<file path="src/rtl/avl_frame_writer_pkg.sv">
// Shared definitions for the LPDDR2 frame capture path: Avalon widths, pixel packing, FSM states.
package avl_frame_writer_pkg;

    localparam int unsigned AVL_AW = 27;
    localparam int unsigned AVL_DW = 32;
    localparam int unsigned PIX_W  = 24;

    localparam logic [2:0] AVL_BURSTCOUNT = 3'b001;

    // 1920x1080; the video generator reads back the same number of words.
    localparam int unsigned FRAME_WORDS_1080P = 1920 * 1080;

    typedef enum logic [2:0] {
        IDLE,
        WAIT_SOF,
        CAPTURE,
        DRAIN,
        DONE
    } fw_state_e;

    function automatic logic [AVL_DW-1:0] pack_pixel(input logic [PIX_W-1:0] pix);
        return {8'h00, pix};
    endfunction

endpackage

</file>
<file path="src/rtl/avl_wr_fifo.sv">
// Single-clock pixel FIFO with a registered read port (data valid the cycle after pop).
module avl_wr_fifo
    import avl_frame_writer_pkg::*;
#(
    parameter int unsigned FIFO_AW = 6,
    parameter int unsigned DW      = PIX_W
) (
    input  logic          clk,
    input  logic          rst_n,
    input  logic          flush,
    input  logic          push,
    input  logic [DW-1:0] push_data,
    input  logic          pop,
    output logic [DW-1:0] pop_data,
    output logic          full,
    output logic          empty
);

    localparam logic [FIFO_AW:0] DEPTH = {1'b1, {FIFO_AW{1'b0}}};

    logic [DW-1:0]      mem_q [(1 << FIFO_AW)];
    logic [FIFO_AW-1:0] wr_ptr_q;
    logic [FIFO_AW-1:0] rd_ptr_q;
    logic [FIFO_AW:0]   count_q;
    logic [DW-1:0]      rd_data_q;
    logic               push_ok;
    logic               pop_ok;

    assign full     = (count_q == DEPTH);
    assign empty    = (count_q == '0);
    assign push_ok  = push && !full;
    assign pop_ok   = pop && !empty;
    assign pop_data = rd_data_q;

    always_ff @(posedge clk or negedge rst_n) begin
        if (!rst_n) begin
            wr_ptr_q  <= '0;
            rd_ptr_q  <= '0;
            count_q   <= '0;
            rd_data_q <= '0;
        end else if (flush) begin
            wr_ptr_q <= '0;
            rd_ptr_q <= '0;
            count_q  <= '0;
        end else begin
            if (push_ok) begin
                wr_ptr_q <= wr_ptr_q + FIFO_AW'(1);
            end
            if (pop_ok) begin
                rd_ptr_q  <= rd_ptr_q + FIFO_AW'(1);
                rd_data_q <= mem_q[rd_ptr_q];
            end
            case ({push_ok, pop_ok})
                2'b10:   count_q <= count_q + (FIFO_AW + 1)'(1);
                2'b01:   count_q <= count_q - (FIFO_AW + 1)'(1);
                default: count_q <= count_q;
            endcase
        end
    end

    always_ff @(posedge clk) begin
        if (push_ok && !flush) begin
            mem_q[wr_ptr_q] <= push_data;
        end
    end

endmodule

</file>
<file path="src/rtl/avl_frame_writer.sv">
// Captures one frame from the pixel stream and writes it to LPDDR2 via Avalon write port 0.
module avl_frame_writer
    import avl_frame_writer_pkg::*;
#(
    parameter logic [AVL_AW-1:0] BASE_ADDR   = '0,
    parameter int unsigned       FRAME_WORDS = FRAME_WORDS_1080P,
    parameter int unsigned       FIFO_AW     = 6
) (
    input  logic              iCLK,
    input  logic              iRST_n,
    input  logic              iSTART,
    input  logic              pix_valid,
    input  logic              pix_sof,
    input  logic [PIX_W-1:0]  pix_data,
    input  logic              local_init_done,
    input  logic              avl_waitrequest_n,
    output logic [AVL_AW-1:0] avl_address,
    output logic [AVL_DW-1:0] avl_writedata,
    output logic              avl_write,
    output logic              avl_burstbegin,
    output logic [2:0]        avl_size,
    output logic              busy,
    output logic              done,
    output logic              overflow
);

    fw_state_e         state_q, state_d;
    logic [31:0]       pix_cnt_q, pix_cnt_d;
    logic [AVL_AW-1:0] wr_cnt_q, wr_cnt_d;
    logic              overflow_q, overflow_d;
    logic              avl_write_q, avl_write_d;
    logic              burstbegin_q, burstbegin_d;

    logic              fifo_push;
    logic              fifo_pop;
    logic              fifo_flush;
    logic              fifo_full;
    logic              fifo_empty;
    logic [PIX_W-1:0]  fifo_rd_data;

    logic              start_ok;
    logic              last_pix;
    logic              wr_done;

    assign start_ok = iSTART && local_init_done && ((state_q == IDLE) || (state_q == DONE));
    assign last_pix = ((pix_cnt_q + 32'd1) == FRAME_WORDS);
    assign wr_done  = avl_write_q && avl_waitrequest_n;
    // Load the output register whenever it is free or being released this cycle.
    assign fifo_pop = !fifo_empty && (!avl_write_q || avl_waitrequest_n);

    avl_wr_fifo #(
        .FIFO_AW (FIFO_AW),
        .DW      (PIX_W)
    ) u_fifo (
        .clk       (iCLK),
        .rst_n     (iRST_n),
        .flush     (fifo_flush),
        .push      (fifo_push),
        .push_data (pix_data),
        .pop       (fifo_pop),
        .pop_data  (fifo_rd_data),
        .full      (fifo_full),
        .empty     (fifo_empty)
    );

    always_comb begin
        state_d    = state_q;
        pix_cnt_d  = pix_cnt_q;
        overflow_d = overflow_q;
        fifo_push  = 1'b0;
        fifo_flush = 1'b0;
        case (state_q)
            IDLE, DONE: begin
                if (start_ok) begin
                    state_d    = WAIT_SOF;
                    pix_cnt_d  = '0;
                    overflow_d = 1'b0;
                    fifo_flush = 1'b1;
                end
            end
            WAIT_SOF: begin
                if (pix_valid && pix_sof) begin
                    fifo_push = 1'b1;
                    pix_cnt_d = 32'd1;
                    state_d   = (FRAME_WORDS == 1) ? DRAIN : CAPTURE;
                end
            end
            CAPTURE: begin
                if (pix_valid) begin
                    pix_cnt_d = pix_cnt_q + 32'd1;
                    // Dropped pixels still count towards the frame but take no address.
                    if (fifo_full) begin
                        overflow_d = 1'b1;
                    end else begin
                        fifo_push = 1'b1;
                    end
                    if (last_pix) begin
                        state_d = DRAIN;
                    end
                end
            end
            DRAIN: begin
                if (fifo_empty && !avl_write_q) begin
                    state_d = DONE;
                end
            end
            default: state_d = IDLE;
        endcase
    end

    always_comb begin
        wr_cnt_d     = wr_cnt_q;
        avl_write_d  = avl_write_q;
        burstbegin_d = fifo_pop;
        if (start_ok) begin
            wr_cnt_d = '0;
        end else if (wr_done) begin
            wr_cnt_d = wr_cnt_q + AVL_AW'(1);
        end
        if (fifo_pop) begin
            avl_write_d = 1'b1;
        end else if (wr_done) begin
            avl_write_d = 1'b0;
        end
    end

    always_ff @(posedge iCLK or negedge iRST_n) begin
        if (!iRST_n) begin
            state_q      <= IDLE;
            pix_cnt_q    <= '0;
            wr_cnt_q     <= '0;
            overflow_q   <= 1'b0;
            avl_write_q  <= 1'b0;
            burstbegin_q <= 1'b0;
        end else begin
            state_q      <= state_d;
            pix_cnt_q    <= pix_cnt_d;
            wr_cnt_q     <= wr_cnt_d;
            overflow_q   <= overflow_d;
            avl_write_q  <= avl_write_d;
            burstbegin_q <= burstbegin_d;
        end
    end

    // Address tracks completed writes, so it is stable for the whole stall.
    assign avl_address    = BASE_ADDR + wr_cnt_q;
    assign avl_writedata  = pack_pixel(fifo_rd_data);
    assign avl_write      = avl_write_q;
    assign avl_burstbegin = burstbegin_q;
    assign avl_size       = AVL_BURSTCOUNT;
    assign busy           = (state_q == WAIT_SOF) || (state_q == CAPTURE) || (state_q == DRAIN);
    assign done           = (state_q == DONE);
    assign overflow       = overflow_q;

endmodule

</file>
<file path="config.mk">
export PLATFORM = sky130hd
export DESIGN_NAME = avl_frame_writer
export DESIGN_NICKNAME = d
export VERILOG_FILES = /design/src/rtl/avl_frame_writer_pkg.sv /design/src/rtl/avl_wr_fifo.sv /design/src/rtl/avl_frame_writer.sv
export SDC_FILE = /design/constraint.sdc
export NUM_CORES = 2
export LEC_CHECK = 0
export CORE_UTILIZATION = 62
export CTS_BUF_LIST = sky130_fd_sc_hd__clkbuf_16
export DETAILED_ROUTE_END_ITERATION = 12
export PLACE_DENSITY = 0.86
export SKIP_CTS_REPAIR_TIMING = 1
export SLEW_MARGIN = 0
export SYNTH_ARGS = -nofsm -noshare
export SYNTH_HDL_FRONTEND = slang
export SYNTH_SLANG_ARGS = --single-unit
</file>
<file path="constraint.sdc">
create_clock -name iCLK -period 4.7 [get_ports iCLK]
set_input_delay 1.41 -clock iCLK [delete_from_list [all_inputs] [get_ports iCLK]]
set_output_delay 1.41 -clock iCLK [all_outputs]
set_load 0.01 [all_outputs]
</file>
* Word-level counts from Yosys, hierarchy flattened
Memories as Yosys holds them, arrays and structs flattened. A register that Yosys moved wholly into a read port is not among the register bits.
Cells that the tools add are included.
** Cells by class
- Equality and inequality tests :: 14
- Multipliers :: 0
- Shifts and indexed selects :: 0
- $add $sub $neg :: 6
- Bitwise gates (word level) :: 1
- Multiplexer cells :: 32
- Order comparisons :: 0
- Div/mod/pow operators :: 0
- Reductions and logical operators :: 32
** Operators with widths (count)
- 2-to-1 mux 32 bit :: 3
- case mux 32 bit (3 select lines) :: 1
- 2-to-1 mux 27 bit :: 2
- adder 32 x 1 -> 32 bit, second input constant :: 1
- equality test 32 x 21 -> 1 bit, second input constant :: 1
- adder 27 x 1 -> 27 bit, second input constant :: 1
- 2-to-1 mux 6 bit :: 4
- 2-to-1 mux 3 bit :: 5
- case mux 7 bit (2 select lines) :: 1
- adder 6 x 1 -> 6 bit, second input constant :: 2
- 2-to-1 mux 1 bit :: 12
- case mux 3 bit (4 select lines) :: 1
- != test 2 bit, second input constant :: 5
- nonzero test 2 bit :: 5
- logical AND 1 bit :: 9
- AND reduction 4 bit :: 2
- adder 7 x 1 -> 7 bit, second input constant :: 1
- equality test 7 bit, second input constant :: 1
- logical NOT 7 bit :: 1
- 2-to-1 mux 7 bit :: 1
- subtractor 7 x 1 -> 7 bit, second input constant :: 1
- equality test 3 x 2 -> 1 bit, second input constant :: 2
- nonzero test 3 bit :: 2
- logical NOT 1 bit :: 5
- other kinds (12) :: 16
** Storage, ports and cells
- Register bits :: 84
- Memories kept :: 1
- Output and inout port bits :: 67
- RAM bits :: 1536
- Logic and storage cells :: 95
- Bits of input ports :: 31
- ROM bits :: 0
- Bits in latches :: 0
** Memory list
- u_fifo.mem_q :: words 64, bits a word 24, read ports 1, clocked after Yosys merged registers in 1, write ports 1, line avl_wr_fifo.sv:21 : logic [DW-1:0] mem_q [(1 << FIFO_AW)];

* Longest topological paths before layout
- Word-level depth :: 9
- Depth in mapped cells :: 13
- Depth with buffers taken out :: 12

* Modules after synthesis
From an unflattened synthesis, not the netlist that was laid out.
** Unflattened totals
- Cell total of the unflattened synthesis :: 3337
- Area total of the unflattened synthesis :: 64670.8 um^2
** By module, submodules not included
- avl_wr_fifo :: cells an instance 2868, area each 60695.7 um^2, sequential area each 47200.3 um^2, instances 1
- avl_frame_writer :: cells an instance 469, area each 3975.1 um^2, sequential area each 1626.6 um^2, instances 1

* Worst setup path before layout
Ideal clock, no wire load.
- Kind :: input-to-reg
- Start point :: input pix_valid
- End point :: memory u_fifo.mem_q[48][0] (netlist name) (enable)
- Slack :: -272 ps
- Setup time :: 466 ps
- Cell stages on the path :: 5
- Data arrival time :: 4506 ps
- Path buffers :: 0
- Required time :: 4234 ps
- Cell sequence :: nand2b_1 -> a21o_1 -> nor2_1 -> nand4b_1 -> nor4_1
** Between the ends
- Cells in the longest elaborated chain, start to end :: 7
- Elaborated cells on any way between the ends :: 8
- Those cells by class :: 5 x mux; 3 x reduce/logical
** Ends and longest elaborated chain
- start, declared :: line avl_frame_writer.sv:12 : input logic pix_valid,
- logical AND 1 bit :: line avl_frame_writer.sv:82 : if (pix_valid && pix_sof) begin
- 2-to-1 mux 1 bit :: line avl_frame_writer.sv:82
- case mux 1 bit (2 select lines) (*) :: line avl_frame_writer.sv:72 : case (state_q)
- logical AND 1 bit (*) :: line avl_wr_fifo.sv:31 : assign push_ok = push && !full;
- logical AND 1 bit (*) :: line avl_wr_fifo.sv:62 : if (push_ok && !flush) begin
- 2-to-1 mux 1 bit (*) :: line avl_wr_fifo.sv:62
- 2-to-1 mux 1 bit (implied by the code) (*) :: line avl_wr_fifo.sv:63 : mem_q[wr_ptr_q] <= push_data;
- end, declared :: line avl_wr_fifo.sv:21
Mark *: on every way between the ends. The rest lies on a longest branch, timed or not.

* Final worst setup path
- Start point :: input pix_valid
- End point :: memory u_fifo.mem_q[50][9] (netlist name) (enable)
The elaborated chain is that of the path after synthesis.

==> summary.md <==
| Metric | Value |
|---|---|
| Result of the run | `finished, final reports clean` |
| CTS tree | `done` |
| Die height | `325 um` |
| Slew margin rel. | `a little over an eighth` |
| MaxCap Viol Count | `0` |
| Area grow syn2layout | `12.7%` |
| Reg2Reg Setup Slack | `1140 ps` |
| Number of enable flip-flop cells after synthesis | `about 1500` |
| Ys Warns | `0` |
| HP Class | `register to register` |
| Pre-antenna DRT Iters | `8` |
| Final Hold Violating Endpoints | `0` |
| Critical path endpoint category | `register` |
| Flip-flop and latch count after synthesis | `1644` |
| Setup TNS | `0 ps` |
| Core area | `slightly above 100000 um2` |
| Vias in the first global route | `roughly 35000` |
| Sink Count | `1644` |
| DRT iter0 DRCs | `4778` |
| Comb power frac | `30.4%` |
| Via Count | `35400` |
| CTS H-Tree Depth | `4` |
| CP Max Fanout | `24` |
| Vias per cell | `7.15` |
| Final setup violation count | `0` |
| DP Area | `68100 um2` |
| Detailed Place HPWL | `99.9 mm` |
| Worst slew pin tran | `1300 ps` |
| DIE WIDTH | `~330 um` |
| Power density cells | `roughly 580 nW/um2` |
| Async S/R FF share, synth | `6.57%` |
| Top delay family on crit path | `simple AND/OR/NAND/NOR gates` |
| Gr usage total | `33.5%` |
| RSZ-0062 raised after global routing | `false` |
| Worst-path clk slew | `60 ps` |
| Worst vdd ir | `between 0.5 and 0.6 mV` |
| Critical path buffers and inverters | `3` |
| Kind of critical path | `input pin to register` |
| Final Cell Area | `about 73000 um2` |
| Skew final | `34.4 ps` |
| Largest net degree at the start of global routing | `99` |
| Fin util | `70.5%` |
| DIE AREA | `106000 um2` |
| Fmax | `between 200 and 300 MHz` |
| CP cell instances | `clkdlybuf4s50_1 -> nand2b_1 -> a21o_1 -> nor2_1 -> nand4b_1 -> inv_1 -> nand2_1 -> nor3_2 -> buf_4` |
| I/O Pins | `98` |
| Initial antenna violation count | `6` |
| Max-slew violation count | `0` |
| Part of the Yosys area used for sequential elements | `75.4%` |
| Top post-synthesis cells by area | `edfxtp_1, mux4_2, dfrtp_1, mux2i_1, o221ai_1` |
| Sequential share of power | `between 40% and 50%` |
| Setup crit start kind | `input pin` |
| Wire per inst | `35.1 um` |
| CTS buffer count | `~150` |
| Clock power frac | `28.6%` |
| Cells after Synth | `3250` |
| CP max stage cell | `clkdlybuf4s50_1` |
| Clock Path Buffers | `3` |
| ANT nets after route | `0` |
| Synth Flop Type | `edfxtp_1` |
| Overall power | `~42 mW` |
| Crit-path max cell delay | `between 500 and 600 ps` |
| Leakage Power | `roughly 24 nW` |
| Row Count | `roughly 120` |
| Ratio of cells with drive above 1 in the final layout | `23.4%` |
| Clk_lat worst skew | `~800 ps` |
| Overflow after GRT | `0` |
| Fin crit share | `78.8%` |
| Crit path time final | `3700 ps` |
| Clock Tree Root | `clkbuf_16` |
| Pint | `28.5 mW` |
| RePlAce Congestion | `0.901` |
| Nets | `3481` |
| Psw | `13.9 mW` |
| Worst path required time | `5140 ps` |
| Mapped Area | `roughly 65000 um2` |
| Cell accounting for the most synthesized area | `edfxtp_1` |
| Synthesized area per cell | `19.9 um2` |
| Final WL | `around 170 mm` |
| DR DRC count | `0` |
| Starting density of the core | `a little over three fifths` |
| Switch share | `32.8%` |
| Top-area cell type share of the netlist area | `71.3%` |
| Worst path arrival time | `4140 ps` |
| First-pass GRT wire length | `250 mm` |
| Port Buffers | `86` |
| Unique masters post-synth | `65` |
[metal layers]
| metal | vias to the layer above | share of wire, % | track usage, % |
|---|---|---|---|
| li1 | 13800 | - | - |
| met1 | 18000 | 32 | 40.7 |
| met2 | 2965 | 49 | 54.5 |
| met3 | 637 | 11 | 7.77 |
| met4 | 8 | 7.7 | 21.2 |
| met5 | - | 0.022 | 0 |
[worst paths after layout]
path	endpoint	start	cells past startpoint
setup / recovery	u_fifo.mem_q[50][9]$_DFFE_PP_	pix_valid	9
hold / removal	pix_cnt_q[31]$_DFFE_PN0P_	pix_cnt_q[31]$_DFFE_PN0P_	1
setup reg to reg	u_fifo.pop_data[19]$_DFFE_PN0P_	u_fifo.rd_ptr_q[0]$_DFFE_PN0P_	10
hold reg to reg	pix_cnt_q[31]$_DFFE_PN0P_	pix_cnt_q[31]$_DFFE_PN0P_	1
max in group asynchronous	u_fifo.pop_data[4]$_DFFE_PN0P_	iRST_n	2
min in group asynchronous	pix_cnt_q[14]$_DFFE_PN0P_	iRST_n	1
[layout make-up]
type                            count  area, um2
Sequential cell                  1644      48800
Tap cell                         1380       1730
Antenna cell                        3       7.51
Fill cell                        5717      30600
Multi-Input combinational cell   1393      15200
Timing Repair Buffer              242       2210
Inverter                           10       45.0
Clock inverter                    127        973
Clock buffer                      156       3900
[stage by stage]
step	cells	hold slack [ps]	setup slack, ps
final	4955	513	998
after global routing	4952	547	911
after CTS	4952	513	1040
after detailed placement	4669	503	416
after global placement	4669	496	535
after floorplan	3259	470	278
[synthesized netlist by cell type, types with 4 or more instances]
cell type / instances
buf_1: 14
o21ai_0: 71
o221ai_1: 100
and4_1: 9
o31ai_1: 12
nor3_1: 33
or2_2: 4
or3_1: 17
xor2_1: 23
edfxtp_1: 1536
ha_1: 6
dfrtp_1: 108
nand2_1: 117
mux2i_1: 189
o22ai_1: 37
a21oi_1: 68
nor4_1: 12
a31oi_1: 8
and3_1: 14
a221o_1: 24
clkbuf_1: 120
nand3_1: 36
nand3b_1: 5
buf_2: 44
buf_4: 31
and2_1: 5
inv_1: 7
nand4_1: 21
nor2_1: 131
mux2_2: 15
mux4_2: 348
a211oi_1: 14
nand2b_1: 7
xnor2_1: 19
[sequential cells by signal (all words and copies together), names as in the netlist]
signal           count
u_fifo.mem_q      1536
pix_cnt_q           32
wr_cnt_q            27
u_fifo.pop_data     24
u_fifo.count_q       7
u_fifo.rd_ptr_q      6
u_fifo.wr_ptr_q      6
state_q              3
avl_burstbegin       1
avl_write            1
overflow             1
[logic make-up (layout without fill, tap and decap cells)]
kind of cell,after synthesis,after routing,share of synthesized area [%]
compound gates,357,357,3.86
xor+xnor,42,42,0.568
fa+ha+maj,6,6,0.116
buf+inv,222,535,1.58
flops,1644,1644,75.4
mux,552,552,15.3
other cells,2,14,0.0116
simple gates,425,425,3.13
[worst reg2reg max path: stages (launching register included)]
cell      delay (ps)
dfrtp_4          820
buf_12           330
buf_4            320
buf_4            250
mux2i_1          270
o221ai_1         320
o22ai_1          280
a21oi_1          120
nand2_1          190
o21ai_0          140
a221o_1          390
[cell usage in the layout (no fill, tap or decap), types with 11 or more instances in the layout]
master,Yosys,final
mux2_2,15,15
nor2_1,131,70
nand2_1,117,116
buf_12,0,24
a21oi_1,68,68
buf_2,44,24
mux4_2,348,348
mux2i_1,189,189
xor2_1,23,23
o31ai_1,12,12
dfrtp_1,108,103
clkdlybuf4s50_1,0,61
a211oi_1,14,14
nand3_1,36,36
inv_1,7,56
o22ai_1,37,37
buf_4,31,133
nor2_2,0,39
nor2_4,0,22
nand4_1,21,21
a221o_1,24,24
nor3_1,33,31
clkinv_1,0,32
and3_1,14,13
edfxtp_1,1536,1536
xnor2_1,19,19
conb_1,2,11
or3_1,17,17
clkbuf_16,0,156
o21ai_0,71,71
clkinv_2,0,18
bufinv_16,0,12
o221ai_1,100,100
[power groups by stage]
stage	logic [mW]	clock network (mW)	registers (mW)
6_report	12.9	12.1	17.4
4_1_cts	12.7	12.2	17.4
2_1_floorplan	8.01	0	17.1
3_3_place_gp	12.0	0	17.6
3_5_place_dp	12.3	0	17.6
5_1_grt	13.2	12.7	17.4
(Power assumes the default switching activity.)
